==> src/rtl/fetch_pkg.sv <==
// Shared types and constants for the instruction-fetch sequencer.
package fetch_pkg;

    typedef enum logic [2:0] {
        IDLE    = 3'd0,
        REQ     = 3'd1,
        WAIT    = 3'd2,
        PRESENT = 3'd3,
        FAULT   = 3'd4
    } fetch_state_t;

    typedef enum logic [1:0] {
        PC_HOLD = 2'd0,
        PC_STEP = 2'd1,
        PC_LOAD = 2'd2
    } pc_sel_t;

    localparam int unsigned  PC_INC           = 4;
    localparam logic [31:0]  DEFAULT_RESET_PC = 32'h0000_0000;

endpackage

==> src/rtl/fetch_sequencer_if.sv <==
// Instruction-memory request/response bus between the fetch sequencer and memory.
interface fetch_sequencer_if #(
    parameter int WIDTH = 32
);
    logic             imem_req_valid;
    logic             imem_req_ready;
    logic [WIDTH-1:0] imem_addr;
    logic             imem_resp_valid;
    logic [31:0]      imem_resp_data;

    modport master (
        output imem_req_valid,
        output imem_addr,
        input  imem_req_ready,
        input  imem_resp_valid,
        input  imem_resp_data
    );

    modport slave (
        input  imem_req_valid,
        input  imem_addr,
        output imem_req_ready,
        output imem_resp_valid,
        output imem_resp_data
    );
endinterface

==> src/rtl/fetch_pc_reg.sv <==
// Program counter register with hold / +4 / load-target next-PC selection.
module fetch_pc_reg
    import fetch_pkg::*;
#(
    parameter int               WIDTH    = 32,
    parameter logic [WIDTH-1:0] RESET_PC = WIDTH'(DEFAULT_RESET_PC)
) (
    input  logic             clk,
    input  logic             rst,
    input  pc_sel_t          i_sel,
    input  logic [WIDTH-1:0] i_target,
    output logic [WIDTH-1:0] o_pc
);

    logic [WIDTH-1:0] r_pc;

    // Increment wraps naturally modulo 2^WIDTH.
    always_ff @(posedge clk or negedge rst) begin
        if (!rst) begin
            r_pc <= RESET_PC;
        end else begin
            case (i_sel)
                PC_STEP: r_pc <= r_pc + WIDTH'(PC_INC);
                PC_LOAD: r_pc <= i_target;
                default: r_pc <= r_pc;
            endcase
        end
    end

    assign o_pc = r_pc;

endmodule

==> src/rtl/fetch_sequencer.sv <==
// Instruction-fetch sequencer: one outstanding imem request, redirect/stall handling.
// Optional macro MISALIGN_TRAP_EN: misaligned redirects trap into a sticky FAULT state.
module fetch_sequencer
    import fetch_pkg::*;
#(
    parameter int               WIDTH    = 32,
    parameter logic [WIDTH-1:0] RESET_PC = WIDTH'(DEFAULT_RESET_PC)
) (
    input  logic                 clk,
    input  logic                 rst,
    input  logic                 i_stall,
    input  logic                 i_redirect,
    input  logic [WIDTH-1:0]     i_redirect_target,
    fetch_sequencer_if.master    imem,
    output logic                 o_if_valid,
    output logic [31:0]          o_if_instr,
    output logic [WIDTH-1:0]     o_if_pc,
    output logic                 o_misalign
);

    fetch_state_t     r_state;
    logic             r_kill;
    logic             r_req_valid;
    logic             r_if_valid;
    logic [31:0]      r_if_instr;
    logic [WIDTH-1:0] r_if_pc;

    logic [WIDTH-1:0] w_pc;
    logic [WIDTH-1:0] w_target;
    logic             w_trap;
    logic             w_take_redirect;
    logic             w_accept_resp;
    pc_sel_t          w_pc_sel;

`ifdef MISALIGN_TRAP_EN
    logic r_misalign;

    assign w_target   = i_redirect_target;
    assign w_trap     = i_redirect && (i_redirect_target[1:0] != 2'b00) && (r_state != FAULT);
    assign o_misalign = r_misalign;
`else
    // Low address bits are dropped so the PC can never become misaligned.
    assign w_target   = {i_redirect_target[WIDTH-1:2], 2'b00};
    assign w_trap     = 1'b0;
    assign o_misalign = 1'b0;
`endif

    assign w_take_redirect = i_redirect && (r_state != FAULT) && !w_trap;
    assign w_accept_resp   = (r_state == WAIT) && imem.imem_resp_valid && !r_kill && !i_redirect;

    always_comb begin
        w_pc_sel = PC_HOLD;
        if (w_take_redirect) begin
            w_pc_sel = PC_LOAD;
        end else if (w_accept_resp) begin
            w_pc_sel = PC_STEP;
        end
    end

    fetch_pc_reg #(
        .WIDTH    (WIDTH),
        .RESET_PC (RESET_PC)
    ) u_pc_reg (
        .clk      (clk),
        .rst      (rst),
        .i_sel    (w_pc_sel),
        .i_target (w_target),
        .o_pc     (w_pc)
    );

    always_ff @(posedge clk or negedge rst) begin
        if (!rst) begin
            r_state     <= IDLE;
            r_kill      <= 1'b0;
            r_req_valid <= 1'b0;
            r_if_valid  <= 1'b0;
            r_if_instr  <= 32'h0;
            r_if_pc     <= RESET_PC;
`ifdef MISALIGN_TRAP_EN
            r_misalign  <= 1'b0;
`endif
        end else if (w_trap) begin
`ifdef MISALIGN_TRAP_EN
            r_misalign  <= 1'b1;
`endif
            r_state     <= FAULT;
            r_kill      <= 1'b0;
            r_req_valid <= 1'b0;
            r_if_valid  <= 1'b0;
        end else begin
            case (r_state)
                IDLE: begin
                    r_state     <= REQ;
                    r_req_valid <= 1'b1;
                end
                REQ: begin
                    if (imem.imem_req_ready) begin
                        r_state     <= WAIT;
                        r_req_valid <= 1'b0;
                        r_kill      <= i_redirect;
                    end
                end
                WAIT: begin
                    if (imem.imem_resp_valid) begin
                        if (r_kill || i_redirect) begin
                            r_kill      <= 1'b0;
                            r_state     <= REQ;
                            r_req_valid <= 1'b1;
                        end else begin
                            r_if_valid <= 1'b1;
                            r_if_instr <= imem.imem_resp_data;
                            r_if_pc    <= w_pc;
                            r_state    <= PRESENT;
                        end
                    end else if (i_redirect) begin
                        // Response still owed for the old address: mark it for discard.
                        r_kill <= 1'b1;
                    end
                end
                PRESENT: begin
                    if (i_redirect || !i_stall) begin
                        r_if_valid  <= 1'b0;
                        r_state     <= REQ;
                        r_req_valid <= 1'b1;
                    end
                end
                FAULT: begin
                    r_state <= FAULT;
                end
                default: begin
                    r_state <= IDLE;
                end
            endcase
        end
    end

    assign imem.imem_req_valid = r_req_valid;
    assign imem.imem_addr      = w_pc;
    assign o_if_valid          = r_if_valid;
    assign o_if_instr          = r_if_instr;
    assign o_if_pc             = r_if_pc;

endmodule

==> src/flat_wrapper.sv <==
// flat-port wrapper written by rule: the top's interface ports become plain ports
module fetch_sequencer_flat import fetch_pkg::*;
#(
    parameter int               WIDTH    = 32,
    parameter logic [WIDTH-1:0] RESET_PC = WIDTH'(DEFAULT_RESET_PC)
)
  (clk, rst, i_stall, i_redirect, i_redirect_target, o_if_valid, o_if_instr, o_if_pc, o_misalign, imem_imem_req_valid, imem_imem_addr, imem_imem_req_ready, imem_imem_resp_valid, imem_imem_resp_data);
  fetch_sequencer_if #(.WIDTH(WIDTH)) imem_i ();
  input  logic clk;
  input  logic rst;
  input  logic i_stall;
  input  logic i_redirect;
  input  logic [WIDTH-1:0] i_redirect_target;
  output logic o_if_valid;
  output logic [31:0] o_if_instr;
  output logic [WIDTH-1:0] o_if_pc;
  output logic o_misalign;
  output wire logic [$bits(imem_i.imem_req_valid)-1:0] imem_imem_req_valid;
  output wire logic [$bits(imem_i.imem_addr)-1:0] imem_imem_addr;
  input wire logic [$bits(imem_i.imem_req_ready)-1:0] imem_imem_req_ready;
  input wire logic [$bits(imem_i.imem_resp_valid)-1:0] imem_imem_resp_valid;
  input wire logic [$bits(imem_i.imem_resp_data)-1:0] imem_imem_resp_data;
  assign imem_imem_req_valid = imem_i.imem_req_valid;
  assign imem_imem_addr = imem_i.imem_addr;
  assign imem_i.imem_req_ready = imem_imem_req_ready;
  assign imem_i.imem_resp_valid = imem_imem_resp_valid;
  assign imem_i.imem_resp_data = imem_imem_resp_data;
  fetch_sequencer #(.WIDTH(WIDTH), .RESET_PC(RESET_PC)) u_core (.clk(clk), .rst(rst), .i_stall(i_stall), .i_redirect(i_redirect), .i_redirect_target(i_redirect_target), .imem(imem_i), .o_if_valid(o_if_valid), .o_if_instr(o_if_instr), .o_if_pc(o_if_pc), .o_misalign(o_misalign));
endmodule
==> config.mk <==
export PLATFORM = sky130hd
export DESIGN_NAME = fetch_sequencer_flat
export DESIGN_NICKNAME = d
export VERILOG_FILES = /design/src/rtl/fetch_pkg.sv /design/src/rtl/fetch_sequencer_if.sv /design/src/rtl/fetch_pc_reg.sv /design/src/rtl/fetch_sequencer.sv /design/src/flat_wrapper.sv
export SDC_FILE = /design/constraint.sdc
export NUM_CORES = 1
export LEC_CHECK = 0
export ABC_AREA = 1
export CAP_MARGIN = 20
export CORE_UTILIZATION = 49
export CTS_BUF_LIST = sky130_fd_sc_hd__clkbuf_16
export DETAILED_ROUTE_END_ITERATION = 16
export HOLD_SLACK_MARGIN = 0.1
export PLACE_DENSITY = 0.86
export SETUP_SLACK_MARGIN = 0.05
export SYNTH_ARGS = -nofsm -noshare
export SYNTH_HDL_FRONTEND = slang
export SYNTH_SLANG_ARGS = --single-unit
==> constraint.sdc <==
create_clock -name clk -period 4.8 [get_ports clk]
set_clock_uncertainty 0.15 [all_clocks]
set_input_delay 0.72 -clock clk [delete_from_list [all_inputs] [get_ports clk]]
set_output_delay 0.72 -clock clk [all_outputs]
set_load 0.01 [all_outputs]
==> results of run 1 <==
-- per-stage QoR --
step	utilization (%)	total power [mW]
floorplan	-	1.851
global placement	68.89	2.569
detailed placement	68.89	2.622
CTS	72.33	3.419
global route	72.33	3.611
finish	72.33	3.410
-- synthesized netlist by cell type --
library cell  count
a21oi_1           9
a31oi_1           2
buf_1             1
buf_2            12
buf_4             6
buf_6             1
clkbuf_1          7
clkinv_1          1
conb_1            1
dfrtp_1          98
ha_1              1
inv_1            49
inv_2             3
nand2_1         288
nand2_2           6
nand2_4           2
nand3_1          47
nand4_1           4
nor2_1           42
nor2_2            2
nor2_4            4
nor2_8            1
nor3_1            2
o211ai_1          5
o21a_1            1
o21ai_0          41
o21ai_1           6
o22ai_1           3
or2_2             1
xnor2_1           1
-- cell type report --
class	count	area share (%)
flip-flops and latches	98	36.01
multi-input cells	473	30.09
repair buffers	163	23.85
clock buffers	9	3.307
inverters	53	2.921
well taps	129	2.370
clock inverters	7	1.451
-- metal layers --
layer	wire length, um	global-route usage [%]	vias to the layer above
li1	-	-	2322
met1	5750	37.17	2296
met2	6570	48.09	222
met3	1048	6.487	36
met4	436	13.04	0
met5	0	0	-
-- report_power, final --
part / internal (mW) / switching, mW
sequential: 1.12 / 0.216
combinational: 0.691 / 0.591
clock: 0.462 / 0.330
total: 2.27 / 1.14
-- state kept, by name (all words and copies together), names as in the netlist --
name and flops:
u_core.o_if_instr 32, u_core.o_if_valid 1, u_core.o_if_pc 30, u_core.imem.imem_req_valid 1
u_core.u_pc_reg.o_pc 30, u_core.r_kill 1, u_core.r_state 3
-- kinds of logic (layout without fill, tap and decap cells) --
kind of cell             Yosys count  after routing
AND/OR/NAND/NOR                  399            399
flip-flops                        98             98
buffers and inverters             80            232
AO/OA/AOI/OAI                     67             67
adder cells (fa/ha/maj)            1              1
other                              1              5
XOR/XNOR                           1              1
-- path summary, 6_finish.rpt --
| check | startpoint | end | slack (ps) | cells past startpoint |
|---|---|---|---|---|
| setup / recovery | i_redirect | u_core.u_pc_reg.o_pc[19]$_DFFE_PN0P_ | 1870 | 9 |
| hold / removal | rst | u_core.o_if_instr[5]$_DFFE_PN0P_ | 330 | 1 |
| setup reg to reg | u_core.r_state[0]$_DFFE_PN0P_ | u_core.u_pc_reg.o_pc[2]$_DFFE_PN0P_ | 2100 | 7 |
| hold reg to reg | u_core.o_if_instr[6]$_DFFE_PN0P_ | u_core.o_if_instr[6]$_DFFE_PN0P_ | 330 | 2 |
| max in group asynchronous | rst | u_core.o_if_pc[30]$_DFFE_PN0P_ | 3240 | 2 |
| min in group clk | u_core.o_if_instr[6]$_DFFE_PN0P_ | u_core.o_if_instr[6]$_DFFE_PN0P_ | 330 | 2 |
==> impl_table.tex, run 1 <==
\begin{tabular}{lr}
\hline
Metric & Value \\
\hline
\multicolumn{2}{l}{\textbf{Outcome}} \\
\quad Outcome & finished, final reports clean \\
\multicolumn{2}{l}{\textbf{CTS}} \\
\quad Post-CTS Resized & 0 \\
\quad Longest Clk Path Bufs & 2 \\
\quad Number of buffers inserted by hold repair at cts & 0 \\
\quad Later-pin clock latency in the skew report & 340 ps \\
\quad Post-CTS Repair Setup Buffers & 0 \\
\quad Deepest level of the CTS H-tree & 3 \\
\quad Register clock-pin slew on the reported worst setup and hold paths & 70 ps \\
\quad Root Buffer Master & clkbuf\_16 \\
\quad CTS tree & done \\
\quad Clock sink total & 98 \\
\quad TritonCTS Buffers & 9 \\
\multicolumn{2}{l}{\textbf{Power and ir drop}} \\
\quad Static leakage & 3.267 nW \\
\quad Power density over cell area & 500.7 mW/mm\^{}2 \\
\quad Peak ir drop on the vdd network & 0.0002725 V \\
\multicolumn{2}{l}{\textbf{Worst setup path}} \\
\quad CP startpoint kind & input port \\
\quad Arrival time of data at the critical path endpoint & 3010 ps \\
\quad Crit-path max FO & 61 \\
\quad Count of buffer and inverter cells on the critical path & 3 \\
\quad Largest delay contributor family on the critical path & buffers and inverters \\
\quad Library cell contributing the largest single delay on the critical path & inv\_2 \\
\quad Max stage delay on crit path & 770 ps \\
\quad Crit path required time & 4880 ps \\
\quad Startpoint-to-endpoint class of the critical path & input port to flop \\
\quad Worst path cell trace & clkdlybuf4s50\_1, inv\_2, nand2\_1, nor2\_1, nand2\_4, inv\_2, nand2\_1, o22ai\_1, nor2\_1 \\
\quad Critical Path Sink Type & flop \\
\multicolumn{2}{l}{\textbf{Placement}} \\
\quad Detailed placer's ending HPWL & 9641 um \\
\quad Pre-CTS setup slack & 1566 ps \\
\quad Routability congestion estimate from global placement & 0.8611 \\
\quad Cell total after placement & 916 \\
\quad Placed instance area & 0.006486 sq mm \\
\quad Count of buffers inserted at the top-level ports & 161 \\
\multicolumn{2}{l}{\textbf{Synthesis}} \\
\quad Combinational family with the most area after synthesis & simple AND/OR/NAND/NOR gates \\
\quad Yosys top cell area share & 50.75\% \\
\quad Unique masters post-synth & 30 \\
\quad Parity-gate share of the synthesized area counting xor and xnor cells & 0.1813\% \\
\quad Count of yosys warnings during synthesis & 0 \\
\quad Arithmetic-cell share of the synthesized area counting full adders, half adders and majority gates & 0.2589\% \\
\quad Top post-synthesis cells by area & dfrtp\_1, nand2\_1, nand3\_1, o21ai\_0, inv\_1 \\
\quad Post-synthesis simple-gate area fraction & 34.21\% \\
\quad Netlist Area Pre-Place & 0.004832 sq mm \\
\quad Largest area contributor in the synthesized netlist & dfrtp\_1 \\
\quad Multiplexer share of the synthesized area & 0\% \\
\quad Mean cell area of the mapped netlist & 7.469 sq um \\
\quad Seq/Total Area, Yosys & 50.75\% \\
\quad Cell count after synthesis & 647 \\
\quad Post-synthesis sequential element count & 98 \\
\quad Complex-gate fraction of the synthesized area & 7.380\% \\
\multicolumn{2}{l}{\textbf{Global routing}} \\
\quad Number of global-route vias before repair & 4858 \\
\quad Total track usage & 29.24\% \\
\quad Maximum number of pins on one net before global-route repair & 79 \\
\quad Initial antenna violation count & 1 \\
\quad Sum of overflow across all layers after global routing & 0 \\
\quad Global-route wire length before repair & 23300 um \\
\multicolumn{2}{l}{\textbf{Final layout}} \\
\quad Fraction of final layout cells with drive strength greater than 1 & 4.608\% \\
\quad Fill cells & 743 \\
\quad Area of the multi-input gates & 0.002049 sq mm \\
\quad Final standard cell count with taps included and fillers excluded & 932 \\
\quad NumNets Final & 869 \\
\quad Total area of sequential cells & 0.002452 sq mm \\
\quad Antenna diode count & 0 \\
\quad Commonest cells after routing, fill and taps aside & nand2\_1, clkdlybuf4s50\_1, dfrtp\_1, inv\_1, nand3\_1 \\
\quad Area delta synth->final & 40.94\% \\
\quad Most frequent standard cell in the layout excluding fill and tap cells & nand2\_1 \\
\quad Cell area after layout & 0.006810 sq mm \\
\multicolumn{2}{l}{\textbf{Drt}} \\
\quad Initial drt markers & 346 \\
\quad DRC violations left & 0 \\
\quad Count of vias placed by the detailed router & 4876 \\
\quad Detailed-router iteration count before antenna repair & 5 \\
\quad Post-detailed-route count of antenna-violating nets & 0 \\
\quad WL final & 13810 um \\
\quad Wirelength per Cell & 14.81 um \\
\quad Vias/cell & 5.232 \\
\multicolumn{2}{l}{\textbf{STA}} \\
\quad Setup violations, final & 0 \\
\quad Worst slew margin relative to its limit & 33.96\% \\
\quad Final Hold Viols & 0 \\
\quad Accumulated negative setup slack & 0 ps \\
\quad Transition time of the tightest slew-check pin & 990.6 ps \\
\quad Period Utilization, post-route & 60.96\% \\
\quad Setup repair after global routing missed its margin & false \\
\quad Post-layout worst setup margin & 1874 ps \\
\quad Number of max-slew violations in the final report & 0 \\
\quad Max Clk Rate & 341.7 MHz \\
\quad Hold\_ws & 332.6 ps \\
\quad Final Critical Period & 2926 ps \\
\multicolumn{2}{l}{\textbf{Floorplanning}} \\
\quad I/O pin count & 169 \\
\quad Cell Rows & 35 \\
\quad Die outline area & 0.01026 sq mm \\
\quad Core area & 0.009415 sq mm \\
\quad Chip Width & 101.3 um \\
\quad Initial standard-cell utilization of the core & 51.32\% \\
\quad Die extent in y & 101.3 um \\
\multicolumn{2}{l}{\textbf{Job}} \\
\quad Max cap viols & 0 \\
\multicolumn{2}{l}{\textbf{Worst hold path}} \\
\quad Type of the most critical hold path & input port to asynchronous set/reset pin \\
\hline
\end{tabular}
Note: power is estimated with default switching activity, not from simulation.
==> inputs of run 2 (changes only) <==
--- a/config.mk
+++ b/config.mk
@@ -7,11 +7,11 @@
 export LEC_CHECK = 0
 export ABC_AREA = 1
 export CAP_MARGIN = 20
-export CORE_UTILIZATION = 49
+export CORE_UTILIZATION = 46
 export CTS_BUF_LIST = sky130_fd_sc_hd__clkbuf_16
 export DETAILED_ROUTE_END_ITERATION = 16
 export HOLD_SLACK_MARGIN = 0.1
-export PLACE_DENSITY = 0.86
+export PLACE_DENSITY = 0.81
 export SETUP_SLACK_MARGIN = 0.05
 export SYNTH_ARGS = -nofsm -noshare
 export SYNTH_HDL_FRONTEND = slang
==> constraint.sdc (replaced) <==
create_clock -name clk -period 3.04 [get_ports clk]
set_clock_uncertainty 0.15 [all_clocks]
set_input_delay 0.456 -clock clk [delete_from_list [all_inputs] [get_ports clk]]
set_output_delay 0.456 -clock clk [all_outputs]
set_load 0.01 [all_outputs]
==> run 2 against run 1 <==
The flow now finishes with violations (DRC). Sequential cell count unchanged. Sequential power rose by 57%. Clock power rose by 38%. Sequential share of layout area is 0.11 points lower. Worst setup slack worse by 980 ps. Largest power group unchanged. Highest routed layer unchanged.
==> impl_table.tex, run 2 (synthesis gave the netlist of run 1 again) <==
\begin{tabular}{lr}
\hline
Metric & Value \\
\hline
\multicolumn{2}{l}{\textbf{Global routing}} \\
\quad Routing usage on met2 & 39.88\% \\
\quad GRT met1 Usage & 34.99\% \\
\quad Initial antenna violation count & 0 \\
\quad Maximum number of pins on one net before global-route repair & 59 \\
\quad Sum of overflow across all layers after global routing & 0 \\
\quad Number of global-route vias before repair & 4488 \\
\quad Most crowded layer after global routing & met2 \\
\quad Met3 track utilization from global routing & 5.201\% \\
\quad Total track usage & 25.67\% \\
\quad Global-route wire length before repair & 22140 um \\
\multicolumn{2}{l}{\textbf{Power and ir drop}} \\
\quad Fraction of power spent switching nets & 33.24\% \\
\quad Flop pwr share & 40.3\% \\
\quad Static leakage & 3.281 nW \\
\quad Tot Pwr & 5.226 mW \\
\quad Clock group share of total power & 20.8\% \\
\quad Logic pwr share & 38.8\% \\
\quad Power density over cell area & 765.2 mW/mm\^{}2 \\
\quad Peak ir drop on the vdd network & 0.0003760 V \\
\quad Power spent charging and discharging nets & 1.737 mW \\
\quad Internal power contribution & 3.489 mW \\
\multicolumn{2}{l}{\textbf{Drt}} \\
\quad Count of vias placed by the detailed router & 4729 \\
\quad Detailed-router iteration count before antenna repair & 14 \\
\quad DRC violations left & 1 \\
\quad Initial drt markers & 320 \\
\quad Wirelength per Cell & 14.35 um \\
\quad Vias/cell & 5.010 \\
\quad Post-detailed-route count of antenna-violating nets & 0 \\
\quad WL final & 13540 um \\
\multicolumn{2}{l}{\textbf{STA}} \\
\quad Setup repair after global routing missed its margin & false \\
\quad Max Clk Rate & 465.1 MHz \\
\quad Period Utilization, post-route & 70.72\% \\
\quad Hold\_ws & 328.5 ps \\
\quad Worst slew margin relative to its limit & 54.11\% \\
\quad Accumulated negative setup slack & 0 ps \\
\quad Transition time of the tightest slew-check pin & 688.3 ps \\
\quad Setup violations, final & 0 \\
\quad Final Hold Viols & 0 \\
\quad Final Critical Period & 2150 ps \\
\quad Number of max-slew violations in the final report & 0 \\
\quad Post-layout worst setup margin & 890.1 ps \\
\multicolumn{2}{l}{\textbf{Worst setup path}} \\
\quad Worst path cell trace & nor2\_1, nand2\_1, nand2\_2, buf\_4, nand2\_2, inv\_1, nand2\_1, o211ai\_1 \\
\quad Launch point of the worst reg-to-reg path & u\_core.r\_state[0]\$\_DFFE\_PN0P\_ \\
\quad Arrival time of data at the critical path endpoint & 2260 ps \\
\quad Crit path required time & 3150 ps \\
\quad CP startpoint kind & flop \\
\quad Max stage delay on crit path & 430 ps \\
\quad Crit-path max FO & 24 \\
\quad Cell count along the critical path & 8 \\
\quad Startpoint-to-endpoint class of the critical path & flop to flop \\
\quad FF-to-FF path depth & 8 \\
\quad Largest delay contributor family on the critical path & buffers and inverters \\
\quad Endpoint of the lowest-slack register-to-register path & u\_core.u\_pc\_reg.o\_pc[10]\$\_DFFE\_PN0P\_ \\
\quad Start point of the critical path & u\_core.r\_state[0]\$\_DFFE\_PN0P\_ \\
\quad Critical Path Sink Type & flop \\
\quad Library cell contributing the largest single delay on the critical path & dfrtp\_1 \\
\quad Count of buffer and inverter cells on the critical path & 2 \\
\quad Setup slack of the most critical reg-to-reg path & 890 ps \\
\multicolumn{2}{l}{\textbf{CTS}} \\
\quad TritonCTS Buffers & 9 \\
\quad Longest Clk Path Bufs & 2 \\
\quad Root Buffer Master & clkbuf\_16 \\
\quad Later-pin clock latency in the skew report & 340 ps \\
\quad Clock sink total & 98 \\
\quad CTS tree & done \\
\quad Post-CTS Resized & 0 \\
\quad Register clock-pin slew on the reported worst setup and hold paths & 60 ps \\
\quad Deepest level of the CTS H-tree & 3 \\
\multicolumn{2}{l}{\textbf{Placement}} \\
\quad Placed instance area & 0.006545 sq mm \\
\quad Pre-CTS setup slack & 569.8 ps \\
\quad Detailed placer's ending HPWL & 10020 um \\
\quad Count of buffers inserted at the top-level ports & 161 \\
\quad Routability congestion estimate from global placement & 0.8456 \\
\quad Cell total after placement & 928 \\
\multicolumn{2}{l}{\textbf{Final layout}} \\
\quad NumNets Final & 875 \\
\quad Most frequent standard cell in the layout excluding fill and tap cells & nand2\_1 \\
\quad Final standard cell count with taps included and fillers excluded & 944 \\
\quad Core utilization of the finished layout & 66.76\% \\
\quad Area delta synth->final & 41.35\% \\
\quad Fraction of final layout cells with drive strength greater than 1 & 4.703\% \\
\quad Antenna diode count & 0 \\
\quad Number of flip-flops under the largest register name & 32 \\
\quad Commonest cells after routing, fill and taps aside & nand2\_1, clkdlybuf4s50\_1, dfrtp\_1, inv\_1, nand3\_1 \\
\quad Cell area after layout & 0.006830 sq mm \\
\multicolumn{2}{l}{\textbf{Floorplanning}} \\
\quad Die outline area & 0.01092 sq mm \\
\quad Cell Rows & 37 \\
\quad Core area & 0.01023 sq mm \\
\quad I/O pin count & 169 \\
\quad Initial standard-cell utilization of the core & 47.23\% \\
\quad Die extent in y & 104.5 um \\
\quad Chip Width & 104.5 um \\
\multicolumn{2}{l}{\textbf{Worst hold path}} \\
\quad Type of the most critical hold path & flop to flop \\
\quad Hold Path Cell Cnt & 2 \\
\quad Hold Path Origin & u\_core.o\_if\_pc[18]\$\_DFFE\_PN0P\_ \\
\quad Hold endpoint & u\_core.o\_if\_pc[18]\$\_DFFE\_PN0P\_ \\
\multicolumn{2}{l}{\textbf{Job}} \\
\quad Max cap viols & 0 \\
\multicolumn{2}{l}{\textbf{Outcome}} \\
\quad Violations in the final reports & DRC \\
\quad Outcome & finished with violations \\
\hline
\end{tabular}
## run 2: per-layer routing
layer / vias to the layer above / share of wire (%)
met5: - / 0
met4: 0 / 1.8
met3: 18 / 6.4
met2: 165 / 48
met1: 2211 / 44
li1: 2335 / -
## run 2: power groups by stage
stage | combinational, mW | sequential [mW] | clock, mW
after global routing | 2.20 | 2.17 | 1.15
after CTS | 2.04 | 2.11 | 1.10
after detailed placement | 2.03 | 2.12 | 0
after floorplan | 0.641 | 2.28 | 0
final | 2.03 | 2.11 | 1.09
after global placement | 1.97 | 2.10 | 0
## run 2: area by class of cell
class	instances	area, sq um
fillers	901	3401
flip-flops and latches	98	2452
multi-input cells	473	2049
repair buffers	169	1684
clock buffers	9	225.2
inverters	53	198.9
well taps	136	170.2
clock inverters	6	50.05
## run 2: worst max path at each step
stage                                           end
3_5_place_dp   u_core.u_pc_reg.o_pc[11]$_DFFE_PN0P_
5_1_grt        u_core.u_pc_reg.o_pc[10]$_DFFE_PN0P_
6_report       u_core.u_pc_reg.o_pc[10]$_DFFE_PN0P_
4_1_cts        u_core.u_pc_reg.o_pc[10]$_DFFE_PN0P_
2_1_floorplan  u_core.u_pc_reg.o_pc[26]$_DFFE_PN0P_
3_3_place_gp   u_core.u_pc_reg.o_pc[11]$_DFFE_PN0P_
## run 2: repair_timing
item	CTS	global route
hold buffers	1	0
hold endpoints to repair	52	0
endpoints found under the setup margin	0	0
buffers inserted	0	0
## run 2: worst min-delay path, cell delays in order (launching register included)
cell and delay, ps:
dfrtp_1 340, nand2_1 50, nand2_1 60
